`src/rtl/shift_sweep.sv`:
```
// shift_sweep: walks an operand through every select code enabled in a mask,
// driving an external combinational shifter and handing each captured result
// to a consumer with a valid/ready handshake. Codes are visited in ascending
// order; each code is held for HOLD_CYCLES cycles before the result is sampled.
module shift_sweep #(
    parameter int unsigned HOLD_CYCLES = 1
) (
    input  logic       clk,
    input  logic       rst_n,
    input  logic       in_valid,
    output logic       in_ready,
    input  logic [3:0] in_data,
    input  logic [7:0] in_mask,
    input  logic       abort,
    output logic [2:0] sh_s,
    output logic [3:0] sh_d,
    input  logic [3:0] sh_y,
    output logic       out_valid,
    input  logic       out_ready,
    output logic [3:0] out_data,
    output logic [2:0] out_sel,
    output logic       out_last,
    output logic       busy,
    output logic       done
);

    typedef enum logic [1:0] {
        ST_IDLE  = 2'd0,
        ST_DRIVE = 2'd1,
        ST_EMIT  = 2'd2
    } state_t;

    // Hold counter counts down to zero; zero marks the sampling cycle.
    localparam logic [3:0] HOLD_LOAD = 4'(HOLD_CYCLES - 32'd1);
    // Returned by first_set_from when no enabled code remains.
    localparam logic [3:0] SEL_NONE  = 4'd8;

    // Lowest set mask bit at index >= start, or SEL_NONE.
    function automatic logic [3:0] first_set_from(input logic [7:0] mask,
                                                  input logic [3:0] start);
        logic [3:0] found;
        found = SEL_NONE;
        for (int k = 7; k >= 0; k--) begin
            if ((4'(k) >= start) && mask[k]) begin
                found = 4'(k);
            end else begin
                found = found;
            end
        end
        return found;
    endfunction

    state_t     state_r, state_next_s;
    logic [7:0] mask_r, mask_next_s;
    logic [2:0] sh_s_r, sh_s_next_s;
    logic [3:0] sh_d_r, sh_d_next_s;
    logic [3:0] hold_r, hold_next_s;
    logic [3:0] out_data_r, out_data_next_s;
    logic [2:0] out_sel_r, out_sel_next_s;
    logic       out_valid_r, out_valid_next_s;
    logic       out_last_r, out_last_next_s;
    logic       done_r, done_next_s;
    logic       busy_r, busy_next_s;
    logic       in_ready_r, in_ready_next_s;

    logic [3:0] lowest_s;
    logic [3:0] after_emit_s;
    logic [3:0] after_drive_s;

    // State register and all registered outputs.
    always_ff @(posedge clk or negedge rst_n) begin
        if (!rst_n) begin
            state_r     <= ST_IDLE;
            mask_r      <= 8'h00;
            sh_s_r      <= 3'd0;
            sh_d_r      <= 4'd0;
            hold_r      <= 4'd0;
            out_data_r  <= 4'd0;
            out_sel_r   <= 3'd0;
            out_valid_r <= 1'b0;
            out_last_r  <= 1'b0;
            done_r      <= 1'b0;
            busy_r      <= 1'b0;
            in_ready_r  <= 1'b0;
        end else begin
            state_r     <= state_next_s;
            mask_r      <= mask_next_s;
            sh_s_r      <= sh_s_next_s;
            sh_d_r      <= sh_d_next_s;
            hold_r      <= hold_next_s;
            out_data_r  <= out_data_next_s;
            out_sel_r   <= out_sel_next_s;
            out_valid_r <= out_valid_next_s;
            out_last_r  <= out_last_next_s;
            done_r      <= done_next_s;
            busy_r      <= busy_next_s;
            in_ready_r  <= in_ready_next_s;
        end
    end

    // Next-state and next-output decode; abort always beats the result handshake.
    always_comb begin
        state_next_s     = state_r;
        mask_next_s      = mask_r;
        sh_s_next_s      = sh_s_r;
        sh_d_next_s      = sh_d_r;
        hold_next_s      = hold_r;
        out_data_next_s  = out_data_r;
        out_sel_next_s   = out_sel_r;
        out_valid_next_s = out_valid_r;
        out_last_next_s  = out_last_r;
        done_next_s      = 1'b0;

        lowest_s      = first_set_from(in_mask, 4'd0);
        after_emit_s  = first_set_from(mask_r, {1'b0, out_sel_r} + 4'd1);
        after_drive_s = first_set_from(mask_r, {1'b0, sh_s_r} + 4'd1);

        case (state_r)
            ST_IDLE: begin
                if (in_valid && in_ready_r) begin
                    mask_next_s = in_mask;
                    if (in_mask != 8'h00) begin
                        state_next_s = ST_DRIVE;
                        sh_s_next_s  = lowest_s[2:0];
                        sh_d_next_s  = in_data;
                        hold_next_s  = HOLD_LOAD;
                    end else begin
                        // Empty sweep: nothing to emit, just report completion.
                        done_next_s = 1'b1;
                    end
                end else begin
                    state_next_s = ST_IDLE;
                end
            end
            ST_DRIVE: begin
                if (abort) begin
                    state_next_s = ST_IDLE;
                    hold_next_s  = 4'd0;
                end else if (hold_r == 4'd0) begin
                    state_next_s     = ST_EMIT;
                    out_data_next_s  = sh_y;
                    out_sel_next_s   = sh_s_r;
                    out_valid_next_s = 1'b1;
                    out_last_next_s  = (after_drive_s == SEL_NONE);
                end else begin
                    hold_next_s = hold_r - 4'd1;
                end
            end
            ST_EMIT: begin
                if (abort) begin
                    state_next_s     = ST_IDLE;
                    out_valid_next_s = 1'b0;
                    out_last_next_s  = 1'b0;
                end else if (out_ready) begin
                    out_valid_next_s = 1'b0;
                    if (out_last_r) begin
                        state_next_s    = ST_IDLE;
                        out_last_next_s = 1'b0;
                        done_next_s     = 1'b1;
                    end else begin
                        state_next_s = ST_DRIVE;
                        sh_s_next_s  = after_emit_s[2:0];
                        hold_next_s  = HOLD_LOAD;
                    end
                end else begin
                    state_next_s = ST_EMIT;
                end
            end
            default: begin
                state_next_s     = ST_IDLE;
                out_valid_next_s = 1'b0;
                out_last_next_s  = 1'b0;
                hold_next_s      = 4'd0;
            end
        endcase

        busy_next_s     = (state_next_s != ST_IDLE);
        in_ready_next_s = (state_next_s == ST_IDLE);
    end

    assign in_ready  = in_ready_r;
    assign sh_s      = sh_s_r;
    assign sh_d      = sh_d_r;
    assign out_valid = out_valid_r;
    assign out_data  = out_data_r;
    assign out_sel   = out_sel_r;
    assign out_last  = out_last_r;
    assign busy      = busy_r;
    assign done      = done_r;

endmodule

```
`config.mk`:
```
export PLATFORM = sky130hd
export DESIGN_NAME = shift_sweep
export DESIGN_NICKNAME = d
export VERILOG_FILES = /design/src/rtl/shift_sweep.sv
export SDC_FILE = /design/constraint.sdc
export NUM_CORES = 1
export LEC_CHECK = 0
export BUFFER_PORTS_ARGS = -buffer_cell sky130_fd_sc_hd__buf_2
export CORE_UTILIZATION = 58
export CTS_CLUSTER_SIZE = 25
export DETAILED_ROUTE_END_ITERATION = 10
export PLACE_DENSITY = 0.95
export SYNTH_ARGS = -nofsm -noshare
export SYNTH_HDL_FRONTEND = slang
export SYNTH_SLANG_ARGS = --single-unit
```
`constraint.sdc`:
```
create_clock -name clk -period 2.55 [get_ports clk]
set_input_delay 0.1275 -clock clk [delete_from_list [all_inputs] [get_ports clk]]
set_output_delay 0.1275 -clock clk [all_outputs]
set_load 0.02 [all_outputs]
```
; ---- Word-level counts from Yosys, hierarchy flattened
; Cells that the tools add are included.
[classes]
n_addsub = 3
magnitude_cmp = 16
eq_ne = 12
mux = 60
bitwise_logic = 2
reduce_logical = 29
[ops]
columns = op, count
row1 = two-way mux 3 bit, 21
row2 = two-way mux 4 bit, 15
row3 = >= comparator 3 x 4 -> 1 bit (first input constant), 8
row4 = logical AND 1 bit, 17
row5 = >= comparator 1 x 4 -> 1 bit (first input constant), 4
row6 = >= comparator 2 x 4 -> 1 bit (first input constant), 4
row7 = inequality test 2 bit (second input constant), 7
row8 = two-way mux 1 bit, 12
row9 = two-way mux 2 bit, 6
row10 = case mux 4 bit (3 select lines), 1
row11 = AND reduction 6 bit, 2
row12 = adder 3 x 1 -> 4 bit (second input constant), 2
row13 = nonzero test 8 bit, 1
row14 = inequality test 3 bit (second input constant), 2
row15 = case mux 1 bit (3 select lines), 2
row16 = case mux 2 bit (3 select lines), 1
row17 = case mux 3 bit (2 select lines), 1
row18 = AND reduction 3 bit, 2
row19 = == test 4 bit (second input constant), 1
row20 = zero test 2 bit, 2
row21 = zero test 4 bit, 1
row22 = AND reduction 4 bit, 1
row23 = nonzero test 2 bit, 2
row24 = subtractor 4 x 1 -> 4 bit (second input constant), 1
row25 = 5 further kinds, 6
[word_totals]
register_bits = 33
out_inout_bits = 19

; ---- Depth between registers and ports, before layout
; Gate-level depths: netlist of the first run.
[logic_depth]
depth_word = 15
depth_mapped = 8

; ---- Worst setup path after synthesis of the first run
; OpenSTA, ideal clock, no wires.
[synth_timing]
path_kind = register to register
start = register out_sel_r[0] (netlist: out_sel[0])
end = register sh_s_r[0] (netlist: sh_s[0])
setup_ns = 0.090
t_arrival_ns = 1.713
required_ns = 2.460
path_slack_ns = 0.747
path_stages_with_launch = 7
synth_period_minus_slack_ns = 1.803
cell_sequence = dfrtp_1 > ha_1 > xnor2_1 > or3_1 > a31oi_1 > o21ai_0 > o221ai_1
[synth_between]
elab_chain_cells = 15
word_cells_on_any_way = 29
[synth_rtl]
columns = element, line
row1 = start: declaration, 59  ; logic [2:0] out_sel_r, out_sel_next_s;
row2 = start signal: assignment, 92  ; out_sel_r <= out_sel_next_s;
row3 = adder 3 x 1 -> 4 bit (*), 115  ; after_emit_s = first_set_from(mask_r, {1'b0, out_sel_r} + 4'd1);
row4 = >= comparator 3 x 4 -> 1 bit, 44  ; if ((4'(k) >= start) && mask[k]) begin
row5 = logical AND 1 bit, 44
row6 = two-way mux 3 bit (7 in series), 44
row7 = two-way mux 3 bit (*), 44
row8 = two-way mux 3 bit (*), 156  ; if (out_last_r) begin
row9 = two-way mux 3 bit (*), 154  ; end else if (out_ready) begin
row10 = two-way mux 3 bit (*), 150  ; if (abort) begin
row11 = case mux 3 bit (2 select lines) (*), 118  ; case (state_r)
row12 = end signal: assignment, 88  ; sh_s_r <= sh_s_next_s;
row13 = end: declaration, 55  ; logic [2:0] sh_s_r, sh_s_next_s;
; Every way passes the cells marked *; elsewhere a longest branch is shown, timed or not. The select of a mux whose other input is x is not followed.
; A chain may end at the register's enable or synchronous reset.

; ---- Worst setup path in the final report of the first run
; Same ends and word-level chain as after synthesis.

==> impl_metrics.xml, run 1 <==
<?xml version="1.0" encoding="UTF-8"?>
<metrics>
  <group name="run_status">
    <metric name="status" unit="">completed</metric>
  </group>
  <group name="critical_path">
    <metric name="critical_path.endpoint_type" unit="">flip-flop</metric>
    <metric name="critical_path_peak_fanout" unit="">8</metric>
    <metric name="crit_arrival" unit="ps">2210</metric>
    <metric name="setup.worst_path.start_class" unit="">flip-flop</metric>
    <metric name="path_class" unit="">reg2reg</metric>
    <metric name="cpPeakStageDelay" unit="ps">470</metric>
    <metric name="crit_slowest_cell" unit="">sky130_fd_sc_hd__dfrtp_1</metric>
    <metric name="rr_startpoint" unit="">out_sel[0]$_DFFE_PN0P_</metric>
    <metric name="timing.critical_path.max_delay_family" unit="">compound AO/OA/AOI/OAI gates</metric>
    <metric name="r2r_slack" unit="ps">590</metric>
    <metric name="rr_worst_depth" unit="">6</metric>
    <metric name="crit_chain" unit="">ha_1 -&gt; xnor2_1 -&gt; or3_1 -&gt; a31oi_1 -&gt; o21ai_0 -&gt; o221ai_1</metric>
    <metric name="critical_path_required" unit="ps">2800</metric>
    <metric name="critical_path_buf_inv_count" unit="">0</metric>
    <metric name="timing.rr.end" unit="">sh_s[0]$_DFFE_PN0P_</metric>
  </group>
  <group name="yosys">
    <metric name="avgSynthCellArea" unit="um2">10.5</metric>
    <metric name="synth_cells" unit="">182</metric>
    <metric name="dominant_combinational_cell_family_by_area_after_synthesis" unit="">simple AND/OR/NAND/NOR gates</metric>
    <metric name="post_synth_mux_area_share" unit="%">10.0</metric>
    <metric name="ys_seq_elements" unit="">33</metric>
    <metric name="synth_warnings" unit="">0</metric>
    <metric name="ys_seq_area_share" unit="%">43.3</metric>
    <metric name="compound_cell_area_share_of_the_yosys_netlist" unit="%">17.0</metric>
    <metric name="post_synth_num_cell_types" unit="">45</metric>
    <metric name="synth-simple-area-share" unit="%">19.3</metric>
    <metric name="synth_adder_area_share" unit="%">5.25</metric>
    <metric name="synth_area" unit="um2">1910</metric>
    <metric name="syn_nets" unit="">211</metric>
    <metric name="xor_and_xnor_area_share_after_synthesis" unit="%">0.918</metric>
  </group>
  <group name="place">
    <metric name="port_buffer_cells" unit="">39</metric>
    <metric name="place.detailed.hpwl" unit="um">3050</metric>
    <metric name="dpl.cell_count" unit="">263</metric>
    <metric name="placedInstanceArea" unit="um2">2130</metric>
    <metric name="globalplace.congestion" unit="">0.909</metric>
  </group>
  <group name="detailed_routing">
    <metric name="met1_length" unit="um">1740</metric>
    <metric name="wl_per_cell" unit="um">14.5</metric>
    <metric name="route.top_layer_used" unit="">met4</metric>
    <metric name="vias" unit="">1547</metric>
    <metric name="drtPass1Iterations" unit="">4</metric>
    <metric name="routed_wl" unit="um">3940</metric>
    <metric name="met2_wirelength" unit="um">1920</metric>
    <metric name="met3_length" unit="um">210</metric>
    <metric name="drtIter0Drc" unit="">62</metric>
    <metric name="route.antenna.remaining_nets" unit="">0</metric>
    <metric name="remaining_drc_errors" unit="">0</metric>
    <metric name="avgViaCountPerCell" unit="">5.71</metric>
  </group>
  <group name="grt">
    <metric name="globalRouteTotalUtil" unit="%">25.8</metric>
    <metric name="gr-total-overflow" unit="">0</metric>
    <metric name="via_count_of_the_first_global_routing_pass" unit="">1454</metric>
    <metric name="grt_start_max_net_pins" unit="">34</metric>
    <metric name="number_of_antenna_violations_at_the_first_check_in_global_routing" unit="">0</metric>
    <metric name="first_pass_grt_wire_length" unit="um">6590</metric>
  </group>
  <group name="final_layout">
    <metric name="layout_overhead_on_the_synthesized_area" unit="%">15.5</metric>
    <metric name="finalCoreUtilization" unit="%">71.6</metric>
    <metric name="finalNetCount" unit="">256</metric>
    <metric name="num_antenna_cells" unit="">0</metric>
    <metric name="drive_gt1_share" unit="%">32.2</metric>
    <metric name="layout.filler_cells" unit="">253</metric>
    <metric name="post-route-cell-area" unit="um2">2200</metric>
    <metric name="layoutNonFillerInstCount" unit="">271</metric>
  </group>
  <group name="hold_path">
    <metric name="hold-path-cell-count" unit="">2</metric>
    <metric name="timing.hold.worst.start" unit="">sh_y[3]</metric>
    <metric name="holdPathEnd" unit="">out_data[3]$_DFFE_PN0P_</metric>
    <metric name="class_of_the_tightest_hold_or_removal_check" unit="">in2reg</metric>
  </group>
  <group name="cts">
    <metric name="clock_sink_count" unit="">33</metric>
    <metric name="number_of_setup_buffers_added_after_cts" unit="">0</metric>
    <metric name="root_buffer" unit="">sky130_fd_sc_hd__clkbuf_4</metric>
    <metric name="clk_path_buf_depth" unit="">2</metric>
    <metric name="clock_edge_transition_at_the_registers_on_the_reported_setup_and_hold_paths" unit="ps">100</metric>
    <metric name="tritoncts" unit="">yes</metric>
    <metric name="cts_buffers" unit="">5</metric>
    <metric name="worstSkewPairLatency" unit="ps">340</metric>
    <metric name="clock_tree.htree_level_count" unit="">2</metric>
  </group>
  <group name="floorplanning">
    <metric name="die_x" unit="um">59.4</metric>
    <metric name="initial_utilization" unit="%">62.0</metric>
    <metric name="fp.dieArea" unit="um2">3520</metric>
    <metric name="chipHeight" unit="um">59.4</metric>
    <metric name="count_of_pins_on_the_block_boundary" unit="">40</metric>
    <metric name="placeableCoreArea" unit="um2">3080</metric>
    <metric name="placementRows" unit="">20</metric>
  </group>
  <group name="sta">
    <metric name="max_freq" unit="MHz">510</metric>
    <metric name="timing_hold_violations_final" unit="">0</metric>
    <metric name="timing_max_transition_violations_final" unit="">0</metric>
    <metric name="tns" unit="ps">0</metric>
    <metric name="setup_viol" unit="">0</metric>
    <metric name="worst_clock_skew" unit="ps">7.32</metric>
    <metric name="worst-slew-pin-transition" unit="ps">707</metric>
    <metric name="unrepaired_setup_endpoints_after_global_routing" unit="">no</metric>
    <metric name="min_period_over_period" unit="%">76.9</metric>
    <metric name="relSlewSlack" unit="%">52.9</metric>
    <metric name="final.min_clock_period" unit="ps">1960</metric>
  </group>
  <group name="power_and_ir_drop">
    <metric name="leak" unit="uW">0.00101</metric>
    <metric name="p_per_area" unit="nW/um2">1150</metric>
    <metric name="ir_drop" unit="V">0.000675</metric>
  </group>
  <group name="run">
    <metric name="max_cap_viol_count" unit="">0</metric>
  </group>
</metrics>
-- stage by stage --
step / total power (uW) / worst slack (ps) / hold WS, ps
finish: 2530 / 588 / 19.0
global route: 2720 / 447 / 7.20
CTS: 2530 / 608 / 14.0
detailed placement: 2230 / 632 / 227
global placement: 2170 / 733 / 225
floorplan: 1870 / 747 / -168
-- worst register-to-register path: stages (launching register included) --
cell	delay [ps]
sky130_fd_sc_hd__dfrtp_1	470
sky130_fd_sc_hd__ha_1	310
sky130_fd_sc_hd__xnor2_1	170
sky130_fd_sc_hd__or3_1	360
sky130_fd_sc_hd__a31oi_1	240
sky130_fd_sc_hd__o21ai_0	120
sky130_fd_sc_hd__o221ai_1	210
-- how the worst max path moves through the flow --
stage,endpoint,slack (ps),from,depth (start not counted)
after global placement,sh_s[0]$_DFFE_PN0P_,730,out_sel[0]$_DFFE_PN0P_,6
after floorplan,sh_s[0]$_DFFE_PN0P_,750,out_sel[0]$_DFFE_PN0P_,6
after global routing,sh_s[0]$_DFFE_PN0P_,450,out_sel[0]$_DFFE_PN0P_,6
final,sh_s[0]$_DFFE_PN0P_,590,out_sel[0]$_DFFE_PN0P_,6
after detailed placement,sh_s[0]$_DFFE_PN0P_,630,out_sel[0]$_DFFE_PN0P_,6
after CTS,sh_s[0]$_DFFE_PN0P_,610,out_sel[0]$_DFFE_PN0P_,6
-- cell families after synthesis --
group | after synthesis
multiplexers | 17
flip-flops | 33
AND/OR/NAND/NOR | 57
AO/OA/AOI/OAI | 50
adder cells (fa/ha/maj) | 8
buffers and inverters | 15
XOR/XNOR | 2
-- layout make-up --
cell class,count,area [um2],share of cell area [%]
multi-input cells,134,1000,45.5
flip-flops and latches,33,826,37.5
repair buffers,42,220,9.99
well taps,44,55.1,2.50
clock buffers,6,51.3,2.33
inverters,11,41.3,1.87
clock inverters,1,7.51,0.341
-- layer usage --
layer  track usage [%]  up-vias
met3              7.42        8
met4              9.86        0
li1                  -      752
met2              39.8       49
met1              34.3      738
met5                 0        -
-- sequential cells by signal, summed over array words and instances (netlist names), 2 cells and up --
| register | cells |
|---|---|
| hold_r | 4 |
| state_r | 2 |
| mask_r | 8 |
| out_data | 4 |
| out_sel | 3 |
| sh_d | 4 |
| sh_s | 3 |
-- cell usage after synthesis --
library cell | instances | area share (%)
sky130_fd_sc_hd__mux2_2 | 17 | 10
sky130_fd_sc_hd__o22ai_1 | 1 | 0.33
sky130_fd_sc_hd__or3b_1 | 1 | 0.46
sky130_fd_sc_hd__a22oi_1 | 1 | 0.39
sky130_fd_sc_hd__a21boi_4 | 1 | 0.98
sky130_fd_sc_hd__nor3b_2 | 1 | 0.66
sky130_fd_sc_hd__nand2_1 | 13 | 2.6
sky130_fd_sc_hd__ha_1 | 8 | 5.2
sky130_fd_sc_hd__buf_2 | 1 | 0.26
sky130_fd_sc_hd__o221ai_1 | 1 | 0.46
sky130_fd_sc_hd__o21ai_1 | 3 | 0.79
sky130_fd_sc_hd__a32o_1 | 1 | 0.52
sky130_fd_sc_hd__xor2_1 | 1 | 0.46
sky130_fd_sc_hd__nor3b_1 | 1 | 0.39
sky130_fd_sc_hd__nor3_1 | 2 | 0.52
sky130_fd_sc_hd__o21ai_0 | 16 | 4.2
sky130_fd_sc_hd__o21bai_1 | 1 | 0.39
sky130_fd_sc_hd__inv_1 | 11 | 2.2
sky130_fd_sc_hd__nand4b_1 | 2 | 0.92
sky130_fd_sc_hd__a21oi_1 | 9 | 2.4
sky130_fd_sc_hd__a31oi_1 | 4 | 1.3
sky130_fd_sc_hd__or3_1 | 2 | 0.66
sky130_fd_sc_hd__nor2_1 | 12 | 2.4
sky130_fd_sc_hd__a211oi_1 | 1 | 0.39
sky130_fd_sc_hd__xnor2_1 | 1 | 0.46
sky130_fd_sc_hd__nand2b_1 | 6 | 2.0
sky130_fd_sc_hd__nor4b_1 | 2 | 0.92
sky130_fd_sc_hd__nand2b_4 | 1 | 0.72
sky130_fd_sc_hd__buf_6 | 3 | 1.8
sky130_fd_sc_hd__and2_1 | 1 | 0.33
sky130_fd_sc_hd__o31ai_1 | 2 | 0.79
sky130_fd_sc_hd__a221o_1 | 1 | 0.52
sky130_fd_sc_hd__a21o_1 | 2 | 0.79
sky130_fd_sc_hd__a2111oi_0 | 2 | 0.92
sky130_fd_sc_hd__nor2b_1 | 3 | 0.98
sky130_fd_sc_hd__o311ai_0 | 1 | 0.46
sky130_fd_sc_hd__nand3_1 | 1 | 0.26
sky130_fd_sc_hd__a22o_1 | 2 | 0.92
sky130_fd_sc_hd__nor4bb_4 | 1 | 1.3
sky130_fd_sc_hd__nand3b_1 | 2 | 0.79
sky130_fd_sc_hd__or2_2 | 2 | 0.66
sky130_fd_sc_hd__nor4_4 | 2 | 2.2
sky130_fd_sc_hd__o22a_1 | 1 | 0.46
sky130_fd_sc_hd__dfrtp_1 | 33 | 43
sky130_fd_sc_hd__or2_1 | 2 | 0.66
-- power breakdown --
part / switching (uW) / internal, uW
Sequential: 257 / 738
Combinational: 667 / 564
Clock: 174 / 129
Total: 1100 / 1430
-- cell usage in the layout (no fill, tap or decap), types with 3 or more instances in the layout --
master and instances:
sky130_fd_sc_hd__buf_2 39, sky130_fd_sc_hd__nand2b_1 6, sky130_fd_sc_hd__o21ai_1 3, sky130_fd_sc_hd__mux2_2 17, sky130_fd_sc_hd__inv_1 11, sky130_fd_sc_hd__o21ai_0 16, sky130_fd_sc_hd__nand2_1 13, sky130_fd_sc_hd__dfrtp_1 33
sky130_fd_sc_hd__a31oi_1 4, sky130_fd_sc_hd__a21oi_1 9, sky130_fd_sc_hd__ha_1 8, sky130_fd_sc_hd__clkbuf_4 5, sky130_fd_sc_hd__nor2_1 12, sky130_fd_sc_hd__nor2b_1 3
-- timing repair --
action,CTS,global route
hold buffers,1,0
resized for setup,0,0
endpoints found under the hold margin,33,0
(Power assumes the default switching activity.)
==> run 2: changes to the inputs <==
--- a/config.mk
+++ b/config.mk
@@ -6,10 +6,10 @@
 export NUM_CORES = 1
 export LEC_CHECK = 0
 export BUFFER_PORTS_ARGS = -buffer_cell sky130_fd_sc_hd__buf_2
-export CORE_UTILIZATION = 58
+export CORE_UTILIZATION = 49
 export CTS_CLUSTER_SIZE = 25
 export DETAILED_ROUTE_END_ITERATION = 10
-export PLACE_DENSITY = 0.95
+export PLACE_DENSITY = 0.87
 export SYNTH_ARGS = -nofsm -noshare
 export SYNTH_HDL_FRONTEND = slang
 export SYNTH_SLANG_ARGS = --single-unit
==> constraint.sdc (replaced) <==
create_clock -name clk -period 1.63 [get_ports clk]
set_input_delay 0.0815 -clock clk [delete_from_list [all_inputs] [get_ports clk]]
set_output_delay 0.0815 -clock clk [all_outputs]
set_load 0.02 [all_outputs]
==> run 2 against run 1 <==
Against the previous run:
- the run now ends with negative setup slack left
- sequential cell count unchanged
- critical endpoint unchanged
- via count up 17%
- sequential share of layout area down 6.5 points
- largest power group unchanged
- critical path type unchanged
- register-to-register slack worse by 700 ps
- fmax up 13%
==> impl_metrics.xml, run 2 (synthesis gave the netlist of run 1 again) <==
<?xml version="1.0" encoding="UTF-8"?>
<metrics>
  <group name="grt">
    <metric name="first_pass_grt_wire_length" unit="um">8240</metric>
    <metric name="globalRouteTotalUtil" unit="%">26.3</metric>
    <metric name="number_of_antenna_violations_at_the_first_check_in_global_routing" unit="">0</metric>
    <metric name="grt_start_max_net_pins" unit="">34</metric>
    <metric name="via_count_of_the_first_global_routing_pass" unit="">1665</metric>
    <metric name="gr-total-overflow" unit="">0</metric>
  </group>
  <group name="final_layout">
    <metric name="mostFrequentLayoutCells" unit="">sky130_fd_sc_hd__buf_2 (39), sky130_fd_sc_hd__dfrtp_1 (28), sky130_fd_sc_hd__buf_4 (24)</metric>
    <metric name="drive_gt1_share" unit="%">52.4</metric>
    <metric name="layout_overhead_on_the_synthesized_area" unit="%">40.6</metric>
    <metric name="registers.top_by_ff_count" unit="">mask_r</metric>
    <metric name="number_of_flip_flops_in_the_largest_register" unit="">8</metric>
    <metric name="num_antenna_cells" unit="">0</metric>
    <metric name="finalNetCount" unit="">282</metric>
    <metric name="layout.cells.most_common" unit="">sky130_fd_sc_hd__buf_2</metric>
    <metric name="layout.filler_cells" unit="">265</metric>
  </group>
  <group name="place">
    <metric name="place.detailed.hpwl" unit="um">3380</metric>
    <metric name="dpl_worst_slack" unit="ps">-83.8</metric>
    <metric name="globalplace.congestion" unit="">0.965</metric>
    <metric name="port_buffer_cells" unit="">39</metric>
  </group>
  <group name="floorplanning">
    <metric name="chipHeight" unit="um">64.4</metric>
    <metric name="count_of_pins_on_the_block_boundary" unit="">40</metric>
    <metric name="placementRows" unit="">22</metric>
    <metric name="die_x" unit="um">64.4</metric>
    <metric name="placeableCoreArea" unit="um2">3690</metric>
    <metric name="fp.dieArea" unit="um2">4150</metric>
    <metric name="initial_utilization" unit="%">51.7</metric>
  </group>
  <group name="sta">
    <metric name="timing.final.ws_setup" unit="ps">-112</metric>
    <metric name="unrepaired_setup_endpoints_after_global_routing" unit="">yes</metric>
    <metric name="relSlewSlack" unit="%">51.2</metric>
    <metric name="final.min_clock_period" unit="ps">1740</metric>
    <metric name="max_freq" unit="MHz">574</metric>
    <metric name="worst-slew-pin-transition" unit="ps">732</metric>
    <metric name="timing_max_transition_violations_final" unit="">0</metric>
    <metric name="worst_clock_skew" unit="ps">5.73</metric>
    <metric name="setup_viol" unit="">4</metric>
    <metric name="min_period_over_period" unit="%">107</metric>
    <metric name="timing_hold_violations_final" unit="">0</metric>
  </group>
  <group name="critical_path">
    <metric name="critical_path_required" unit="ps">1830</metric>
    <metric name="setup.worst_path.start_class" unit="">flip-flop</metric>
    <metric name="critical_path.endpoint_type" unit="">flip-flop</metric>
    <metric name="path_class" unit="">reg2reg</metric>
    <metric name="crit_arrival" unit="ps">1940</metric>
    <metric name="critical_path_peak_fanout" unit="">5</metric>
    <metric name="rr_worst_depth" unit="">6</metric>
  </group>
  <group name="cts">
    <metric name="cts_buffers" unit="">5</metric>
    <metric name="root_buffer" unit="">sky130_fd_sc_hd__clkbuf_8</metric>
    <metric name="clock_sink_count" unit="">33</metric>
    <metric name="clock_edge_transition_at_the_registers_on_the_reported_setup_and_hold_paths" unit="ps">70</metric>
    <metric name="worstSkewPairLatency" unit="ps">290</metric>
    <metric name="clock_tree.htree_level_count" unit="">2</metric>
    <metric name="clk_path_buf_depth" unit="">2</metric>
    <metric name="tritoncts" unit="">yes</metric>
  </group>
  <group name="run_status">
    <metric name="failed_checks" unit="">negative setup slack</metric>
    <metric name="status" unit="">finished with violations</metric>
  </group>
  <group name="power_and_ir_drop">
    <metric name="ir_drop" unit="V">0.00117</metric>
    <metric name="leak" unit="uW">0.00122</metric>
    <metric name="switching_power" unit="uW">2220</metric>
    <metric name="p_per_area" unit="nW/um2">1980</metric>
    <metric name="sw_ratio" unit="%">41.9</metric>
    <metric name="finalPower" unit="uW">5310</metric>
    <metric name="pwr-share-clk" unit="%">15.4</metric>
    <metric name="seq_power_share" unit="%">29.8</metric>
    <metric name="combinationalPowerShare" unit="%">54.8</metric>
    <metric name="intPower" unit="uW">3080</metric>
  </group>
  <group name="detailed_routing">
    <metric name="route.antenna.remaining_nets" unit="">0</metric>
    <metric name="drtPass1Iterations" unit="">4</metric>
    <metric name="vias" unit="">1817</metric>
    <metric name="remaining_drc_errors" unit="">0</metric>
    <metric name="drtIter0Drc" unit="">159</metric>
    <metric name="wl_per_cell" unit="um">18.5</metric>
    <metric name="routed_wl" unit="um">5570</metric>
    <metric name="avgViaCountPerCell" unit="">6.02</metric>
  </group>
  <group name="hold_path">
    <metric name="class_of_the_tightest_hold_or_removal_check" unit="">in2reg</metric>
    <metric name="hold-path-cell-count" unit="">2</metric>
  </group>
  <group name="run">
    <metric name="max_cap_viol_count" unit="">0</metric>
  </group>
</metrics>
## run 2: changes by cell type in the layout (fill, tap and decap cells not counted), moves of 4 or more
cell	previous run	this run
sky130_fd_sc_hd__inv_2	0	4
sky130_fd_sc_hd__clkbuf_4	5	0
sky130_fd_sc_hd__inv_1	11	7
sky130_fd_sc_hd__o21ai_0	16	8
sky130_fd_sc_hd__mux2_2	17	13
sky130_fd_sc_hd__clkbuf_8	1	6
sky130_fd_sc_hd__dfrtp_1	33	28
sky130_fd_sc_hd__mux2_4	0	4
sky130_fd_sc_hd__o21ai_1	3	8
sky130_fd_sc_hd__buf_4	2	24
sky130_fd_sc_hd__dfrtp_2	0	5
## run 2: path summary, 6_finish.rpt
path / start / end / slack, ps
worst max-delay path: out_sel[0]$_DFFE_PN0P_ / sh_s[0]$_DFFE_PN0P_ / -110
max in group asynchronous: rst_n / out_sel[0]$_DFFE_PN0P_ / 730
worst min register to register: out_data[1]$_DFFE_PN0P_ / out_data[1]$_DFFE_PN0P_ / 510
min in group asynchronous: rst_n / out_sel[2]$_DFFE_PN0P_ / 380
worst min-delay path: sh_y[2] / out_data[2]$_DFFE_PN0P_ / 20
worst max register to register: out_sel[0]$_DFFE_PN0P_ / sh_s[0]$_DFFE_PN0P_ / -110
## run 2: critical path, cell delays in order, from the launching register on
cell and delay [ps]:
sky130_fd_sc_hd__dfrtp_2 460, sky130_fd_sc_hd__ha_2 200, sky130_fd_sc_hd__nand2b_4 160, sky130_fd_sc_hd__or3_4 370, sky130_fd_sc_hd__a31oi_2 180, sky130_fd_sc_hd__o21ai_1 110
sky130_fd_sc_hd__o221ai_1 190
## run 2: routing by layer
metal | part of all wire (%) | global-route usage [%] | up-vias | wire length, um
met3 | 7.3 | 6.07 | 19 | 409
li1 | - | - | 803 | -
met4 | 2.8 | 9.72 | 0 | 157
met1 | 41 | 34.1 | 891 | 2260
met5 | 0 | 0 | - | 0
met2 | 49 | 42.8 | 104 | 2750
## run 2: area by class of cell
class	count	area (um2)	area share [%]
multi-input cells	134	1180	44.0
flip-flops and latches	33	832	31.0
repair buffers	68	448	16.7
clock buffers	6	82.6	3.08
well taps	48	60.1	2.24
inverters	11	41.3	1.54
clock inverters	2	37.5	1.40
## run 2: timing repair
| item | 4_1_cts | 5_1_grt |
|---|---|---|
| endpoints found under the setup margin | 5 | 11 |
| hold endpoints to repair | 33 | 0 |
| resized for setup | 14 | 33 |
| buffers inserted | 0 | 6 |
| hold buffers | 1 | 0 |
| gates cloned | 0 | 0 |
| pin swaps | 6 | 11 |
## run 2: per-stage QoR
step           instance area, um2  setup TNS, ps  util [%]  hold slack [ps]  instances
3_3_place_gp                 2330          -19.0      63.1              188        287
5_1_grt                      2680           -833      72.7             20.3        302
2_1_floorplan                1930          -64.9         -             -214        182
3_5_place_dp                 2330           -140      63.1              176        287
4_1_cts                      2500          -44.4      67.9             21.8        296
6_report                     2680           -244      72.7             21.6        302
## run 2: power by group through the flow
stage,logic [uW],registers [uW],clock network (uW)
2_1_floorplan,1210,1740,0
3_3_place_gp,2200,1500,0
3_5_place_dp,2260,1530,0
4_1_cts,2430,1530,813
5_1_grt,3080,1620,853
6_report,2910,1580,817
==> run 3: changes to the inputs <==
--- a/config.mk
+++ b/config.mk
@@ -6,10 +6,10 @@
 export NUM_CORES = 1
 export LEC_CHECK = 0
 export BUFFER_PORTS_ARGS = -buffer_cell sky130_fd_sc_hd__buf_2
-export CORE_UTILIZATION = 49
+export CORE_UTILIZATION = 58
 export CTS_CLUSTER_SIZE = 25
 export DETAILED_ROUTE_END_ITERATION = 10
-export PLACE_DENSITY = 0.87
+export PLACE_DENSITY = 0.95
 export SYNTH_ARGS = -nofsm -noshare
 export SYNTH_HDL_FRONTEND = slang
 export SYNTH_SLANG_ARGS = --single-unit
==> constraint.sdc (replaced) <==
create_clock -name clk -period 2.2 [get_ports clk]
set_input_delay 0.11 -clock clk [delete_from_list [all_inputs] [get_ports clk]]
set_output_delay 0.11 -clock clk [all_outputs]
set_load 0.02 [all_outputs]
==> run 3 against run 2 <==
Against the previous run:
- clock power is 42% lower
- sequential cell count stayed put
- die area is 15% lower
- the flow now finishes without violations
- critical path depth down 1
- register-to-register slack gained 390 ps
- cell area is 14% lower
- cell count down 7.3%
- power fell by 42%
- first-iteration DRC count fell by 54%
- worst hold slack worse by 8.7 ps
- count of clock-buffer cells in the layout decreased by 1
- highest routed layer unchanged
==> impl_metrics.xml, run 3 (synthesis gave the netlist of run 1 again) <==
<?xml version="1.0" encoding="UTF-8"?>
<metrics>
  <group name="detailed_routing">
    <metric name="avgViaCountPerCell" unit="">5.86</metric>
    <metric name="remaining_drc_errors" unit="">0</metric>
    <metric name="drtPass1Iterations" unit="">4</metric>
    <metric name="route.antenna.remaining_nets" unit="">0</metric>
    <metric name="drtIter0Drc" unit="">73</metric>
    <metric name="vias" unit="">1641</metric>
    <metric name="routed_wl" unit="um">4440</metric>
    <metric name="wl_per_cell" unit="um">15.8</metric>
  </group>
  <group name="final_layout">
    <metric name="layout.cells.most_common" unit="">sky130_fd_sc_hd__buf_2</metric>
    <metric name="mostFrequentLayoutCells" unit="">sky130_fd_sc_hd__buf_2 (39), sky130_fd_sc_hd__dfrtp_1 (33), sky130_fd_sc_hd__mux2_2 (17)</metric>
    <metric name="layout_overhead_on_the_synthesized_area" unit="%">21.0</metric>
    <metric name="layoutNonFillerInstCount" unit="">280</metric>
    <metric name="number_of_flip_flops_in_the_largest_register" unit="">8</metric>
    <metric name="num_antenna_cells" unit="">0</metric>
    <metric name="finalNetCount" unit="">264</metric>
    <metric name="registers.top_by_ff_count" unit="">mask_r</metric>
    <metric name="drive_gt1_share" unit="%">31.4</metric>
  </group>
  <group name="cts">
    <metric name="clock_tree.htree_level_count" unit="">2</metric>
    <metric name="worstSkewPairLatency" unit="ps">360</metric>
    <metric name="clock_sink_count" unit="">33</metric>
    <metric name="cts-resized-gates" unit="">0</metric>
    <metric name="clk_path_buf_depth" unit="">2</metric>
    <metric name="clock_edge_transition_at_the_registers_on_the_reported_setup_and_hold_paths" unit="ps">110</metric>
    <metric name="cts_buffers" unit="">5</metric>
    <metric name="tritoncts" unit="">yes</metric>
    <metric name="number_of_setup_buffers_added_after_cts" unit="">0</metric>
    <metric name="root_buffer" unit="">sky130_fd_sc_hd__clkbuf_4</metric>
    <metric name="cts_hold_buffers" unit="">8</metric>
  </group>
  <group name="sta">
    <metric name="timing.final.ws_setup" unit="ps">279</metric>
    <metric name="unrepaired_setup_endpoints_after_global_routing" unit="">no</metric>
    <metric name="worst_hold_margin" unit="ps">12.9</metric>
    <metric name="max_freq" unit="MHz">520</metric>
    <metric name="timing_max_transition_violations_final" unit="">0</metric>
    <metric name="tns" unit="ps">0</metric>
    <metric name="setup_viol" unit="">0</metric>
    <metric name="timing_hold_violations_final" unit="">0</metric>
    <metric name="relSlewSlack" unit="%">51.2</metric>
    <metric name="min_period_over_period" unit="%">87.3</metric>
    <metric name="worst-slew-pin-transition" unit="ps">732</metric>
    <metric name="worst_clock_skew" unit="ps">6.90</metric>
    <metric name="final.min_clock_period" unit="ps">1920</metric>
  </group>
  <group name="critical_path">
    <metric name="crit_chain" unit="">nand2b_1 -&gt; nor4b_1 -&gt; or2_1 -&gt; o21ai_1 -&gt; o22a_1</metric>
    <metric name="critical_path_required" unit="ps">2460</metric>
    <metric name="setup.worst_path.start_class" unit="">flip-flop</metric>
    <metric name="critical_path_peak_fanout" unit="">7</metric>
    <metric name="critical_path.endpoint_type" unit="">flip-flop</metric>
    <metric name="path_class" unit="">reg2reg</metric>
    <metric name="crit_slowest_cell" unit="">sky130_fd_sc_hd__dfrtp_1</metric>
    <metric name="crit_arrival" unit="ps">2180</metric>
    <metric name="cpPeakStageDelay" unit="ps">500</metric>
  </group>
  <group name="run_status">
    <metric name="status" unit="">completed</metric>
  </group>
  <group name="power_and_ir_drop">
    <metric name="p_per_area" unit="nW/um2">1340</metric>
    <metric name="ir_drop" unit="V">0.000924</metric>
    <metric name="leak" unit="uW">0.00105</metric>
  </group>
  <group name="place">
    <metric name="globalplace.congestion" unit="">0.886</metric>
    <metric name="dpl_worst_slack" unit="ps">336</metric>
    <metric name="port_buffer_cells" unit="">39</metric>
    <metric name="place.detailed.hpwl" unit="um">3180</metric>
    <metric name="dpl.cell_count" unit="">263</metric>
  </group>
  <group name="floorplanning">
    <metric name="placeableCoreArea" unit="um2">3080</metric>
    <metric name="die_x" unit="um">59.4</metric>
    <metric name="fp.dieArea" unit="um2">3520</metric>
    <metric name="count_of_pins_on_the_block_boundary" unit="">40</metric>
    <metric name="initial_utilization" unit="%">62.0</metric>
    <metric name="placementRows" unit="">20</metric>
    <metric name="chipHeight" unit="um">59.4</metric>
  </group>
  <group name="hold_path">
    <metric name="class_of_the_tightest_hold_or_removal_check" unit="">in2reg</metric>
  </group>
  <group name="grt">
    <metric name="gr-total-overflow" unit="">0</metric>
    <metric name="via_count_of_the_first_global_routing_pass" unit="">1549</metric>
    <metric name="globalRouteTotalUtil" unit="%">28.6</metric>
    <metric name="number_of_antenna_violations_at_the_first_check_in_global_routing" unit="">0</metric>
    <metric name="grt_start_max_net_pins" unit="">34</metric>
    <metric name="first_pass_grt_wire_length" unit="um">7290</metric>
  </group>
  <group name="run">
    <metric name="max_cap_viol_count" unit="">0</metric>
  </group>
</metrics>
==> run 3: path summary, 6_finish.rpt <==
check	start	to	slack, ps	depth (start not counted)
worst max-delay path	state_r[0]$_DFF_PN0_	sh_s[2]$_DFFE_PN0P_	280	5
worst min-delay path	abort	state_r[1]$_DFF_PN0_	10	2
worst max register to register	state_r[0]$_DFF_PN0_	sh_s[2]$_DFFE_PN0P_	280	5
worst min register to register	sh_d[3]$_DFFE_PN0P_	sh_d[3]$_DFFE_PN0P_	520	1
max in group asynchronous	rst_n	mask_r[6]$_DFFE_PN0P_	1390	2
min in group asynchronous	rst_n	out_sel[0]$_DFFE_PN0P_	340	2
==> run 3: power breakdown <==
part           total, uW  internal (uW)  switching (uW)
Combinational       1460            664             800
Sequential          1160            856             303
Clock                470            240             229
==> run 3: final cells by class <==
type                    count  area, um2
multi-input cells         134       1000
flip-flops and latches     33        826
fillers                   235        769
repair buffers             50        300
well taps                  44       55.1
clock inverters             3       46.3
inverters                  11       41.3
clock buffers               5       37.5
==> run 3: stage by stage <==
| step | utilization [%] | power, uW | area (um2) |
|---|---|---|---|
| 2_1_floorplan | - | 2170 | 1910 |
| 3_3_place_gp | 69.3 | 2530 | 2130 |
| 3_5_place_dp | 69.3 | 2590 | 2130 |
| 4_1_cts | 74.7 | 3070 | 2300 |
| 5_1_grt | 75.0 | 3300 | 2310 |
| 6_report | 75.0 | 3090 | 2310 |
==> run 3: layer usage <==
metal	vias to the layer above	share of wire, %	global-route usage, %
met3	10	5.3	7.21
met2	66	50	48.3
li1	768	-	-
met5	-	0	0
met1	797	42	35.7
met4	0	2.4	9.52
==> run 3: critical path, delay by kind of cell, from the launching register on <==
kind             cells  cell delay, ps
AO/OA/AOI/OAI        2             260
flip-flops           1             500
AND/OR/NAND/NOR      3            1060
